==> src/rtl/id_ex_stage_reg.sv <==
// ID/EX pipeline register: captures decoded fields and operands for EX, with stall/flush and a saturating bubble counter.
// Optional ID_EX_WB_BYPASS_EN: bypass a same-cycle writeback into captured and held operands.
module id_ex_stage_reg #(
    parameter int CTRL_W = 12,
    parameter int CNT_W  = 16
) (
    input  logic              Clk,
    input  logic              Reset,
    input  logic              Stall,
    input  logic              Flush,
    input  logic              InValid,
    input  logic [31:0]       ReadData1,
    input  logic [31:0]       ReadData2,
    input  logic [4:0]        ReadRegister1,
    input  logic [4:0]        ReadRegister2,
    input  logic [4:0]        RdIn,
    input  logic [31:0]       ImmIn,
    input  logic [31:0]       PCPlus4In,
    input  logic [CTRL_W-1:0] CtrlIn,
    input  logic              RegWrite,
    input  logic [4:0]        WriteRegister,
    input  logic [31:0]       WriteData,
    output logic              ExValid,
    output logic [CTRL_W-1:0] ExCtrl,
    output logic [31:0]       ExA,
    output logic [31:0]       ExB,
    output logic [31:0]       ExImm,
    output logic [31:0]       ExPCPlus4,
    output logic [4:0]        ExRs,
    output logic [4:0]        ExRt,
    output logic [4:0]        ExRd,
    output logic [CNT_W-1:0]  BubbleCount
);

    typedef struct packed {
        logic              valid;
        logic [CTRL_W-1:0] ctrl;
        logic [31:0]       a;
        logic [31:0]       b;
        logic [31:0]       imm;
        logic [31:0]       pc4;
        logic [4:0]        rs;
        logic [4:0]        rt;
        logic [4:0]        rd;
    } ex_t;

    ex_t              ex_q, ex_d;
    logic [CNT_W-1:0] cnt_q, cnt_d;
    logic             bubble;

`ifdef ID_EX_WB_BYPASS_EN
    logic wb_live;
    assign wb_live = RegWrite && (WriteRegister != 5'd0);
`else
    logic wb_unused;
    assign wb_unused = ^{RegWrite, WriteRegister, WriteData};
`endif

    always_comb begin
        ex_d   = ex_q;
        bubble = 1'b0;
        if (Flush) begin
            ex_d   = '0;
            bubble = 1'b1;
        end else if (Stall) begin
`ifdef ID_EX_WB_BYPASS_EN
            // Held operands must not miss a writeback that lands while EX is frozen
            if (ex_q.valid && wb_live && WriteRegister == ex_q.rs) ex_d.a = WriteData;
            if (ex_q.valid && wb_live && WriteRegister == ex_q.rt) ex_d.b = WriteData;
`endif
        end else begin
            ex_d.valid = InValid;
            ex_d.ctrl  = InValid ? CtrlIn : '0;
            ex_d.a     = ReadData1;
            ex_d.b     = ReadData2;
            ex_d.imm   = ImmIn;
            ex_d.pc4   = PCPlus4In;
            ex_d.rs    = ReadRegister1;
            ex_d.rt    = ReadRegister2;
            ex_d.rd    = RdIn;
            bubble     = !InValid;
`ifdef ID_EX_WB_BYPASS_EN
            if (wb_live && WriteRegister == ReadRegister1) ex_d.a = WriteData;
            if (wb_live && WriteRegister == ReadRegister2) ex_d.b = WriteData;
`endif
        end
    end

    always_comb begin
        cnt_d = cnt_q;
        if (bubble && cnt_q != '1) cnt_d = cnt_q + CNT_W'(1);
    end

    always_ff @(posedge Clk) begin
        if (Reset) begin
            ex_q  <= '0;
            cnt_q <= '0;
        end else begin
            ex_q  <= ex_d;
            cnt_q <= cnt_d;
        end
    end

    assign ExValid     = ex_q.valid;
    assign ExCtrl      = ex_q.ctrl;
    assign ExA         = ex_q.a;
    assign ExB         = ex_q.b;
    assign ExImm       = ex_q.imm;
    assign ExPCPlus4   = ex_q.pc4;
    assign ExRs        = ex_q.rs;
    assign ExRt        = ex_q.rt;
    assign ExRd        = ex_q.rd;
    assign BubbleCount = cnt_q;

endmodule

==> config.mk <==
export PLATFORM = sky130hd
export DESIGN_NAME = id_ex_stage_reg
export DESIGN_NICKNAME = d
export VERILOG_FILES = /design/src/rtl/id_ex_stage_reg.sv
export SDC_FILE = /design/constraint.sdc
export NUM_CORES = 1
export LEC_CHECK = 0
export CORE_MARGIN = 10
export CORE_UTILIZATION = 41
export DETAILED_ROUTE_END_ITERATION = 6
export HOLD_SLACK_MARGIN = 0.02
export PLACE_DENSITY = 0.87
export SLEW_MARGIN = 30
export SYNTH_ARGS = -nofsm -noshare
export SYNTH_HDL_FRONTEND = slang
export SYNTH_SLANG_ARGS = --single-unit
==> constraint.sdc <==
create_clock -name Clk -period 3 [get_ports Clk]
set_input_delay 0.45 -clock Clk [delete_from_list [all_inputs] [get_ports Clk]]
set_output_delay 0.45 -clock Clk [all_outputs]
set_load 0.01 [all_outputs]
# [Word level (Yosys, flattened, before mapping)]
# Index checks and enable logic that the tools add are counted.
[op_classes] n_mul=0 order_cmp=0 n_eq_ne=1 n_addsub=1 n_bitwise=0 reduce_logical=3 div_mod_pow=0 n_shift=0 n_mux=3
[ops] operator="16-bit by 1-bit adder with 16-bit output (second input constant)" count=1
[ops] operator="16-bit inequality test (second input constant)" count=1
[ops] operator="12-bit two-way mux" count=1
[ops] operator="1-bit two-way mux" count=2
[ops] operator="2-bit OR reduction" count=1
[ops] operator="1-bit logical AND" count=1
[ops] operator="1-bit zero test" count=1
[word_totals] wordCells=18 latchBits=0 in_bits=198 regBits=172 output_inout_bits=172 rom_bits=0 ram_bits=0 memories=0

# [Longest topological paths before layout]
# Gate-level depths: netlist of run 1.
[depth] word_depth=4 depth_mapped=5 depth_no_buf=5

# [Worst setup path after synthesis of run 1]
# No wires, ideal clock.
[synth_path] path_kind="flip-flop to flip-flop" start="reg cnt_q[0] (netlist: BubbleCount[0])" end="reg cnt_q[4] (netlist: BubbleCount[4])" arrival_time_ns=1.676 path_stages_with_launch=6 path_buffers=0 setup_slack_ns=1.210 required_ns=2.885 setup_ns=0.115 synth_period_minus_slack_ns=1.790 cell_sequence="dfxtp_1 -> ha_1 -> nand4_1 -> nor4_1 -> nor4_1 -> o21a_1"
[synth_between] elab_chain_len=2 elab_cells_between_ends=3 cone_classes="add/sub (1); eq/ne (1); reduce/logical (1)"
[synth_lines] element="start, declared" line="48" rtl="logic [CNT_W-1:0] cnt_q, cnt_d;"
[synth_lines] element="start signal, assigned" line="100" rtl="cnt_q <= cnt_d;"
[synth_lines] element="parallel branches: the longest is 2 deep, another holds 16-bit by 1-bit adder with 16-bit output"
# Several ways; the timed one is not identified.
# A chain may end at the register's enable or synchronous reset.

# [Final worst setup path of run 1]
[layout_path] start="reg cnt_q[0] (netlist: BubbleCount[0])" end="reg cnt_q[11] (netlist: BubbleCount[11])"
# Same word-level chain as after synthesis.

==> results of run 1 <==
==> worst reg2reg max path: stages, from the launching register on <==
cell,delay (ps)
dfxtp_1,410
ha_1,300
nand4_1,310
nor4_1,710
or4_1,220
a21oi_1,70
==> flip-flops by register name, summed over array words and instances (netlist names) <==
signal,flops
ExRt,5
ExA,32
ExPCPlus4,32
ExRs,5
ExRd,5
ExB,32
ExImm,32
BubbleCount,16
ExValid,1
ExCtrl,12
==> cells in the mapped netlist, drive strengths merged <==
library cell / number
o21ai: 4
clkbuf: 23
nor2b: 2
xor2: 1
nand3: 6
nor4: 3
o311a: 1
mux2i: 145
o21bai: 2
buf: 15
ha: 1
and4: 2
nor2: 162
o31a: 1
or3: 2
nand2: 10
a22oi: 12
o21a: 1
nor3: 1
o31ai: 7
or2: 2
and3: 2
o41ai: 1
nand4: 4
inv: 4
mux2: 1
a21oi: 11
a2111oi: 1
or4: 7
dfxtp: 172
==> logic make-up (layout without fill, tap and decap cells) <==
family / after synthesis / after routing / synth area share
DFF: 172 / 172 / 0.5505
adders and majority gates: 1 / 1 / 0.002000
and+or+nand+nor: 203 / 203 / 0.1372
xor gates and xnor gates: 1 / 1 / 0.001401
muxes: 146 / 146 / 0.2338
other: 0 / 1 / 0
AOI/OAI and AO/OA: 41 / 41 / 0.04701
buffers and inverters: 42 / 373 / 0.02800
==> cell type report <==
type / count / area share
Sequential cell: 172 / 0.3325
Timing Repair Buffer: 338 / 0.3290
Multi-Input combinational cell: 392 / 0.2554
Clock buffer: 17 / 0.04108
Tap cell: 188 / 0.02271
Clock inverter: 14 / 0.01764
Inverter: 4 / 0.001450
Antenna cell: 1 / 0.0002416
==> metal layers <==
layer | wire length (um) | global-route usage | share of wire
met1 | 7656 | 0.1938 | 0.36
met2 | 10450 | 0.3406 | 0.49
met3 | 2787 | 0.1119 | 0.13
met4 | 399 | 0.06878 | 0.019
met5 | 0 | 0 | 0
==> stage by stage <==
stage	setup WS, ps	utilization
global placement	795.4	0.6454
global route	708.1	0.6862
CTS	858.7	0.6857
floorplan	1210	-
detailed placement	770.3	0.6454
finish	858.7	0.6863
==> power breakdown <==
group	total (W)	leakage, nW	internal (W)	switching (W)
Combinational	0.000667	2.46	0.000411	0.000256
Clock	0.00227	0.293	0.00132	0.000947
Sequential	0.00239	1.40	0.00235	0.0000394
Total	0.00533	4.15	0.00409	0.00124
==> how the worst min path moves through the flow <==
stage / startpoint / end / slack, ps / depth (start not counted)
after floorplan: BubbleCount[11]$_SDFFE_PP0P_ / BubbleCount[11]$_SDFFE_PP0P_ / 520 / 2
after global placement: ExValid$_SDFFE_PP0N_ / ExValid$_SDFFE_PP0N_ / 470 / 2
after detailed placement: ExPCPlus4[10]$_SDFFE_PP0N_ / ExPCPlus4[10]$_SDFFE_PP0N_ / 480 / 2
after CTS: ExImm[9]$_SDFFE_PP0N_ / ExImm[9]$_SDFFE_PP0N_ / 500 / 2
after global routing: ExPCPlus4[21]$_SDFFE_PP0N_ / ExPCPlus4[21]$_SDFFE_PP0N_ / 520 / 2
final: ExPCPlus4[10]$_SDFFE_PP0N_ / ExPCPlus4[10]$_SDFFE_PP0N_ / 490 / 2
==> qor.txt, run 1 <==
status: completed
drt via density: 4.947
worst slew pin tran: 816.5 ps
CP required: 3300 ps
Std-Cell Rows: 45
WP data arrival: 2440 ps
non-filler instance count after layout: 1126
RSZ-0062 raised after global routing: no
ratio of cells with drive above 1 in the final layout: 0.05016
GRT overflow: 0
dpl cells: 1094
Reg clk slew, reported paths: 70 ps
Critical R2R Capture: BubbleCount[11]$_SDFFE_PP0P_
detailed placement HPWL: 16290 um
Total Wirelength: 21290 um
crit-path max FO: 7
Routed Antenna Nets: 0
routed len/inst: 18.91 um
H-tree Lvls: 4
drt pass-1 iters: 4
Initial Util: 0.4145
setup repair bufs after CTS: 0
Critical Path Start: BubbleCount[0]$_SDFFE_PP0P_
post-route design area: 10360 sq um
wire length of the first global-routing pass: 31510 um
Min Clock Period, post-route: 2141 ps
synth unique cells: 35
Slew HR: 0.4507
die area: 20600 sq um
Longest Clk Path Bufs: 2
TNS Setup: 0 ps
post-synth top area share: 0.5505
Startpoint Class: flop
Clock Sinks: 172
max frequency: 467.0 MHz
Worst Clk Skew: 8.224 ps
Crit-path slowest cell: nor4_1
initial drt markers: 195
Cell Area, Placed: 9739 sq um
total CTS buffers: 17
Pleak: 4.154 nW
multi-input logic area: 2645 sq um
reg2reg setup slack: 860 ps
mapped cell area: 6255 sq um
CP Depth: 5
CTS tree: built
Power Density: 514.8 nW/um^2
Crit path largest cell delay: 710 ps
WP buf/inv: 0
syn avg cell area: 10.32 sq um
Die W: 143.5 um
Core Box Area: 15090 sq um
PortBufs: 331
clock latency on the worst-skew pair: 420 ps
R2R Path Start: BubbleCount[0]$_SDFFE_PP0P_
post-synthesis instance total: 606
syn_nets: 805
# hold bufs at CTS: 0
CP Capture Type: flop
Seq/Total Area, Yosys: 0.5505
number of global-route vias before repair: 5668
worst hold margin: 493.1 ps
Register Area: 3443 sq um
Fin. Hold Viols: 0
Die Span Y: 143.5 um
Setup violations, final: 0
gp weighted congestion: 0.8333
All-Layer GR Usage: 0.1971
Residual DRC: 0
Syn-to-layout area delta: 65.57%
root buf cell: clkbuf_16
warnings from Yosys: 0
fin crit share: 0.7138
Slew Limit Fails: 0
crit path capture: BubbleCount[11]$_SDFFE_PP0P_
synth top area cells: dfxtp_1 (55%), mux2i_1 (23%), nor2_1 (9.7%)
Synth area leader: dfxtp_1
initial antenna violation count: 0
most frequent cells in the layout: clkdlybuf4s50_1 (330), dfxtp_1 (172), nor2_1 (162)
io pins: 370
CP top delay family: simple AND/OR/NAND/NOR gates
worst vdd ir: 340.0 uV
worst min path class: reg -> reg
Max Cap Violations: 0
Reg2Reg Depth: 5
PostCTS Resize Cnt: 0
leading cell type in the layout, fill and taps excluded: clkdlybuf4s50_1
via count: 5570
total power: 0.005331 W
largest net degree at the start of global routing: 79
fillers: 1143
Final Net Count: 1124
Yosys reg bits: 172
critical path type: reg -> reg
critical path, cell by cell: ha_1 -> nand4_1 -> nor4_1 -> or4_1 -> a21oi_1
(Power assumes the default switching activity.)
==> inputs of run 2 (changes only) <==
--- a/config.mk
+++ b/config.mk
@@ -6,10 +6,10 @@
 export NUM_CORES = 1
 export LEC_CHECK = 0
 export CORE_MARGIN = 10
-export CORE_UTILIZATION = 41
+export CORE_UTILIZATION = 34
 export DETAILED_ROUTE_END_ITERATION = 6
 export HOLD_SLACK_MARGIN = 0.02
-export PLACE_DENSITY = 0.87
+export PLACE_DENSITY = 0.77
 export SLEW_MARGIN = 30
 export SYNTH_ARGS = -nofsm -noshare
 export SYNTH_HDL_FRONTEND = slang
==> constraint.sdc (replaced) <==
create_clock -name Clk -period 1.9 [get_ports Clk]
set_input_delay 0.285 -clock Clk [delete_from_list [all_inputs] [get_ports Clk]]
set_output_delay 0.285 -clock Clk [all_outputs]
set_load 0.01 [all_outputs]
==> qor.txt, run 2 (same netlist as run 1, synthesis figures left out) <==
status: completed
number of global-route vias before repair: 5743 (+1.3%)
fin crit share: 0.9462
Max Cap Violations: 0 (unchanged)
drt via density: 4.719 (-4.6%)
# hold bufs at CTS: 0 (unchanged)
met1 Use GR: 0.1892 (-0.004666)
non-filler instance count after layout: 1183 (+5.1%)
total CTS buffers: 17 (unchanged)
clock latency on the worst-skew pair: 420 ps (about the same)
worst min path class: in -> reg
worst vdd ir: 563.6 uV (+66%)
PortBufs: 331 (unchanged)
largest net degree at the start of global routing: 81 (+2.5%)
critical path type: reg -> out
Cell Area, Placed: 9986 sq um (+2.5%)
ratio of cells with drive above 1 in the final layout: 0.06604 (+0.01588)
Routed Antenna Nets: 0 (unchanged)
Startpoint Class: flop
most frequent cells in the layout: clkdlybuf4s50_1 (330), dfxtp_1 (172), nor2_1 (162)
Worst Clk Skew: 5.357 ps (-2.867 ps)
GRT overflow: 0 (unchanged)
leading cell type in the layout, fill and taps excluded: clkdlybuf4s50_1
met2 Use GR: 0.2723 (-0.06833)
All-Layer GR Usage: 0.1672 (-0.02993)
multi-input logic area: 2639 sq um (-0.24%)
RSZ-0062 raised after global routing: no
die area: 24220 sq um (+18%)
WP buf/inv: 1 (+1)
Setup WS post-layout: 102.1 ps (-756.6 ps)
worst slew pin tran: 590.9 ps (-225.6 ps)
max frequency: 556.2 MHz
Setup violations, final: 0 (unchanged)
Syn-to-layout area delta: 68.71%
CP required: 1620 ps (-1680 ps)
Std-Cell Rows: 49 (+8.9%)
detailed placement HPWL: 16660 um (+2.3%)
worst slack, placed: -50.04 ps (-820.3 ps)
WP data arrival: 1510 ps (-930 ps)
initial antenna violation count: 0 (unchanged)
Reg clk slew, reported paths: 70 ps (about the same)
post-route design area: 10550 sq um (+1.9%)
io pins: 370 (unchanged)
Diodes inserted: 0 (-1)
wire length of the first global-routing pass: 32310 um (+2.5%)
GR Util met3: 0.08547 (-0.02641)
fillers: 1580 (+38%)
H-tree Lvls: 4 (unchanged)
Total Wirelength: 21150 um (-0.64%)
CTS tree: built
Residual DRC: 0 (unchanged)
Min Clock Period, post-route: 1798 ps
via count: 5582 (+0.22%)
Core Box Area: 18020 sq um (+19%)
Power Density: 779.4 nW/um^2 (+51%)
Slew HR: 0.6061 (+0.1554)
PostCTS Resize Cnt: 0 (unchanged)
Register Area: 3443 sq um (unchanged)
CP Capture Type: output port
root buf cell: clkbuf_16
Final Net Count: 1140 (+1.4%)
dpl cells: 1151 (+5.2%)
initial drt markers: 231 (+18%)
gp weighted congestion: 0.7992 (-4.1%)
crit-path max FO: 8 (+1)
drt pass-1 iters: 5 (+1)
Initial Util: 0.3470 (-0.06750)
Longest Clk Path Bufs: 2 (unchanged)
CP top delay family: buffers and inverters
Die Span Y: 155.6 um (+8.4%)
routed len/inst: 17.88 um (-5.4%)
Die W: 155.6 um (+8.4%)
Slew Limit Fails: 0 (unchanged)
Fin. Hold Viols: 0 (unchanged)
Clock Sinks: 172 (unchanged)
Crit-path slowest cell: clkdlybuf4s50_1
Crit path largest cell delay: 620 ps (-90 ps)
critical path, cell by cell: clkdlybuf4s50_1
setup repair bufs after CTS: 0 (unchanged)
Most Crowded Layer GR: met2
Pleak: 4.242 nW (+2.1%)
run 2: cell count changes in the layout (fill, tap and decap cells not counted), sizes merged:
| cell | before | now |
|---|---|---|
| diode | 1 | 0 |
| clkbuf | 18 | 19 |
| clkinvlp | 2 | 3 |
| inv | 9 | 13 |
| bufinv | 3 | 0 |
| clkinv | 4 | 2 |
| buf | 7 | 23 |
run 2: per-layer routing:
metal,routed length (um),vias to the layer above,part of all wire
met5,0,-,0
met4,211,0,0.010
met3,2522,14,0.12
met2,9943,249,0.47
met1,8476,2572,0.40
li1,-,2747,-
run 2: area by class of cell:
class	instances	area share
clock buffer	18	0.04162
clock inverter	14	0.01209
inverter	4	0.001423
multi-input combinational	392	0.2501
sequential	172	0.3263
tap	229	0.02715
timing repair buffer	354	0.3414
run 2: worst paths after layout:
path                                    start                      endpoint  depth (start not counted)  slack [ps]
setup / recovery  BubbleCount[2]$_SDFFE_PP0P_                BubbleCount[2]                          1         100
hold / removal                          Stall          ExValid$_SDFFE_PP0N_                          3         220
setup reg to reg  BubbleCount[2]$_SDFFE_PP0P_  BubbleCount[11]$_SDFFE_PP0P_                          5         180
hold reg to reg           ExA[5]$_SDFFE_PP0N_           ExA[5]$_SDFFE_PP0N_                          2         500
run 2: power breakdown:
part / total [W] / internal, W / switching, W
Combinational: 0.00109 / 0.000677 / 0.000412
Clock: 0.00336 / 0.00177 / 0.00159
Sequential: 0.00378 / 0.00372 / 0.0000603
Total: 0.00823 / 0.00616 / 0.00206
run 2: stage by stage:
stage               setup TNS [ps]  utilization  power, W  hold WS, ps
floorplan                        0            -  0.004269        428.9
global placement            -27.31       0.5540  0.004940        468.8
detailed placement          -119.5       0.5540  0.004956        484.3
CTS                              0       0.5855  0.008333        195.9
global route                     0       0.5855  0.008545        228.9
finish                           0       0.5855  0.008225        224.8
==> patch: new RTL, flow settings as in run 1 <==
Register the output `BubbleCount` once more, with the module's reset; this adds one clock of latency there. The other outputs are not delayed to match.
--- a/src/rtl/id_ex_stage_reg.sv
+++ b/src/rtl/id_ex_stage_reg.sv
@@ -111,5 +111,11 @@
     assign ExRt        = ex_q.rt;
     assign ExRd        = ex_q.rd;
-    assign BubbleCount = cnt_q;
+    always_ff @(posedge Clk) begin
+        if (Reset) begin
+            BubbleCount <= '0;
+        end else begin
+            BubbleCount <= cnt_q;
+        end
+    end
 
 endmodule
Formal check against the unedited RTL: not equivalent (a bounded check fails within 4 cycles, from zero or initial values and one cycle with Reset high).
==> patch against run 1 <==
Count of clock-buffer cells in the layout rose by 3; maximum frequency rose by 16%; power rose by 3.4%; worst setup slack improved by 0.29 ns; critical path depth did not move; largest cell class unchanged; synthesized area rose by 7.6%; highest routed layer unchanged; critical path type unchanged; sequential cell count rose by 16; first-iteration DRC count rose by 52%; routed wire length rose by 2.5%; cell area rose by 4.4%.
==> patch: results (changes against run 1) <==
most frequent cells after synthesis=188 x dfxtp_1, 170 x nor2_1, 145 x mux2i_1 (was 172 x dfxtp_1, 162 x nor2_1, 145 x mux2i_1); Slew @ Worst Pin=0.7434 ns (was 0.8165 ns); DP Area=0.01023 mm2 (was 0.009739 mm2); largest net degree at the start of global routing=107 (was 79); Synth Area in Compound Gates=0.02976 (was 0.04701); nets=1151 (was 1124); layout cells sized above 1=0.05613 (was 0.05016); sequential-to-total area share from yosys stat=0.5594 (was 0.5505); Leak=4.392 nW (was 4.154 nW); XOR/XNOR Fraction of Synth Area=0.001302 (was 0.001400); GP Congestion=0.8050 (was 0.8333); vias per inst=4.784 (was 4.947); met2 routed WL=10990 um (was 10450 um); Worst Skew=0.007578 ns (was 0.008224 ns); M1 wire length=8386 um (was 7656 um); Detailed Routing Iterations Pass 1=5 (was 4); net count after synthesis=835 (was 805); Synth Area in Adders=0.001860 (was 0.002000); # diodes=0 (was 1); outcome=complete, no violations (unchanged); vias in the first global route=5890 (was 5668); VDD IR max=342.6 uV (was 340.0 uV); share of synthesized area spent on multiplexers=0.2291 (was 0.2338); Starting DRT DRC Count=297 (was 195); total length of routed wires=21820 um (was 21290 um); first-pass GRT wire length=33690 um (was 31510 um); HPWL after detailed placement=16880 um (was 16290 um); crit path DAT=2.16 ns (was 2.44 ns)
[patch: cell types whose count changed in the layout (fill, tap and decap cells not counted), moves of 7 or more]
cell,change
dfxtp_1,+16
nor2b_1,+13
a21oi_1,-9
nor2_1,+8
o31ai_1,-7
[patch: cells by family after synthesis]
| logic type | count (synthesis) |
|---|---|
| AO/OA/AOI/OAI | 24 |
| XOR/XNOR | 1 |
| adder cells (fa/ha/maj) | 1 |
| buffers and inverters | 42 |
| flip-flops | 188 |
| multiplexers | 153 |
| AND/OR/NAND/NOR | 227 |
[patch: per-layer routing]
metal	global-route usage	vias up
met2	0.3402	224
met5	0	-
met4	0.06838	0
met3	0.08101	32
met1	0.2071	2613
li1	-	2766
[patch: per-stage QoR]
stage | setup slack (ns) | power [mW] | std cells
CTS | 1.149 | 5.567 | 1178
finish | 1.152 | 5.511 | 1178
global route | 1.058 | 5.736 | 1178
detailed placement | 0.8418 | 3.337 | 1149
global placement | 0.8653 | 3.321 | 1149
floorplan | 1.263 | 2.929 | 636
[patch: worst paths after layout]
check	from	to	slack [ns]
setup / recovery	cnt_q[0]	cnt_q[11]	1.15
hold / removal	cnt_q[12]	BubbleCount[12]	0.49
setup reg to reg	cnt_q[0]	cnt_q[11]	1.15
hold reg to reg	cnt_q[12]	BubbleCount[12]	0.49
[patch: cell type report]
class | count | area, um2
clock buffer | 20 | 466.7
clock inverter | 9 | 112.6
fill | 1257 | 5192
inverter | 3 | 11.26
multi-input combinational | 406 | 2791
sequential | 188 | 3764
tap | 216 | 270.3
timing repair buffer | 336 | 3392
[patch: power by group through the flow]
stage	clock network [mW]	registers (mW)	logic, mW
final	2.23	2.61	0.670
after global routing	2.40	2.62	0.721
after detailed placement	0	2.66	0.673
after CTS	2.28	2.61	0.677
after global placement	0	2.66	0.662
after floorplan	0	2.69	0.236
[patch: critical path: stages, from the launching register on]
cell and delay (ns):
dfxtp_1 0.38, ha_1 0.32, nand4_2 0.27, nor4_2 0.34, nor3_1 0.13, mux2_2 0.29
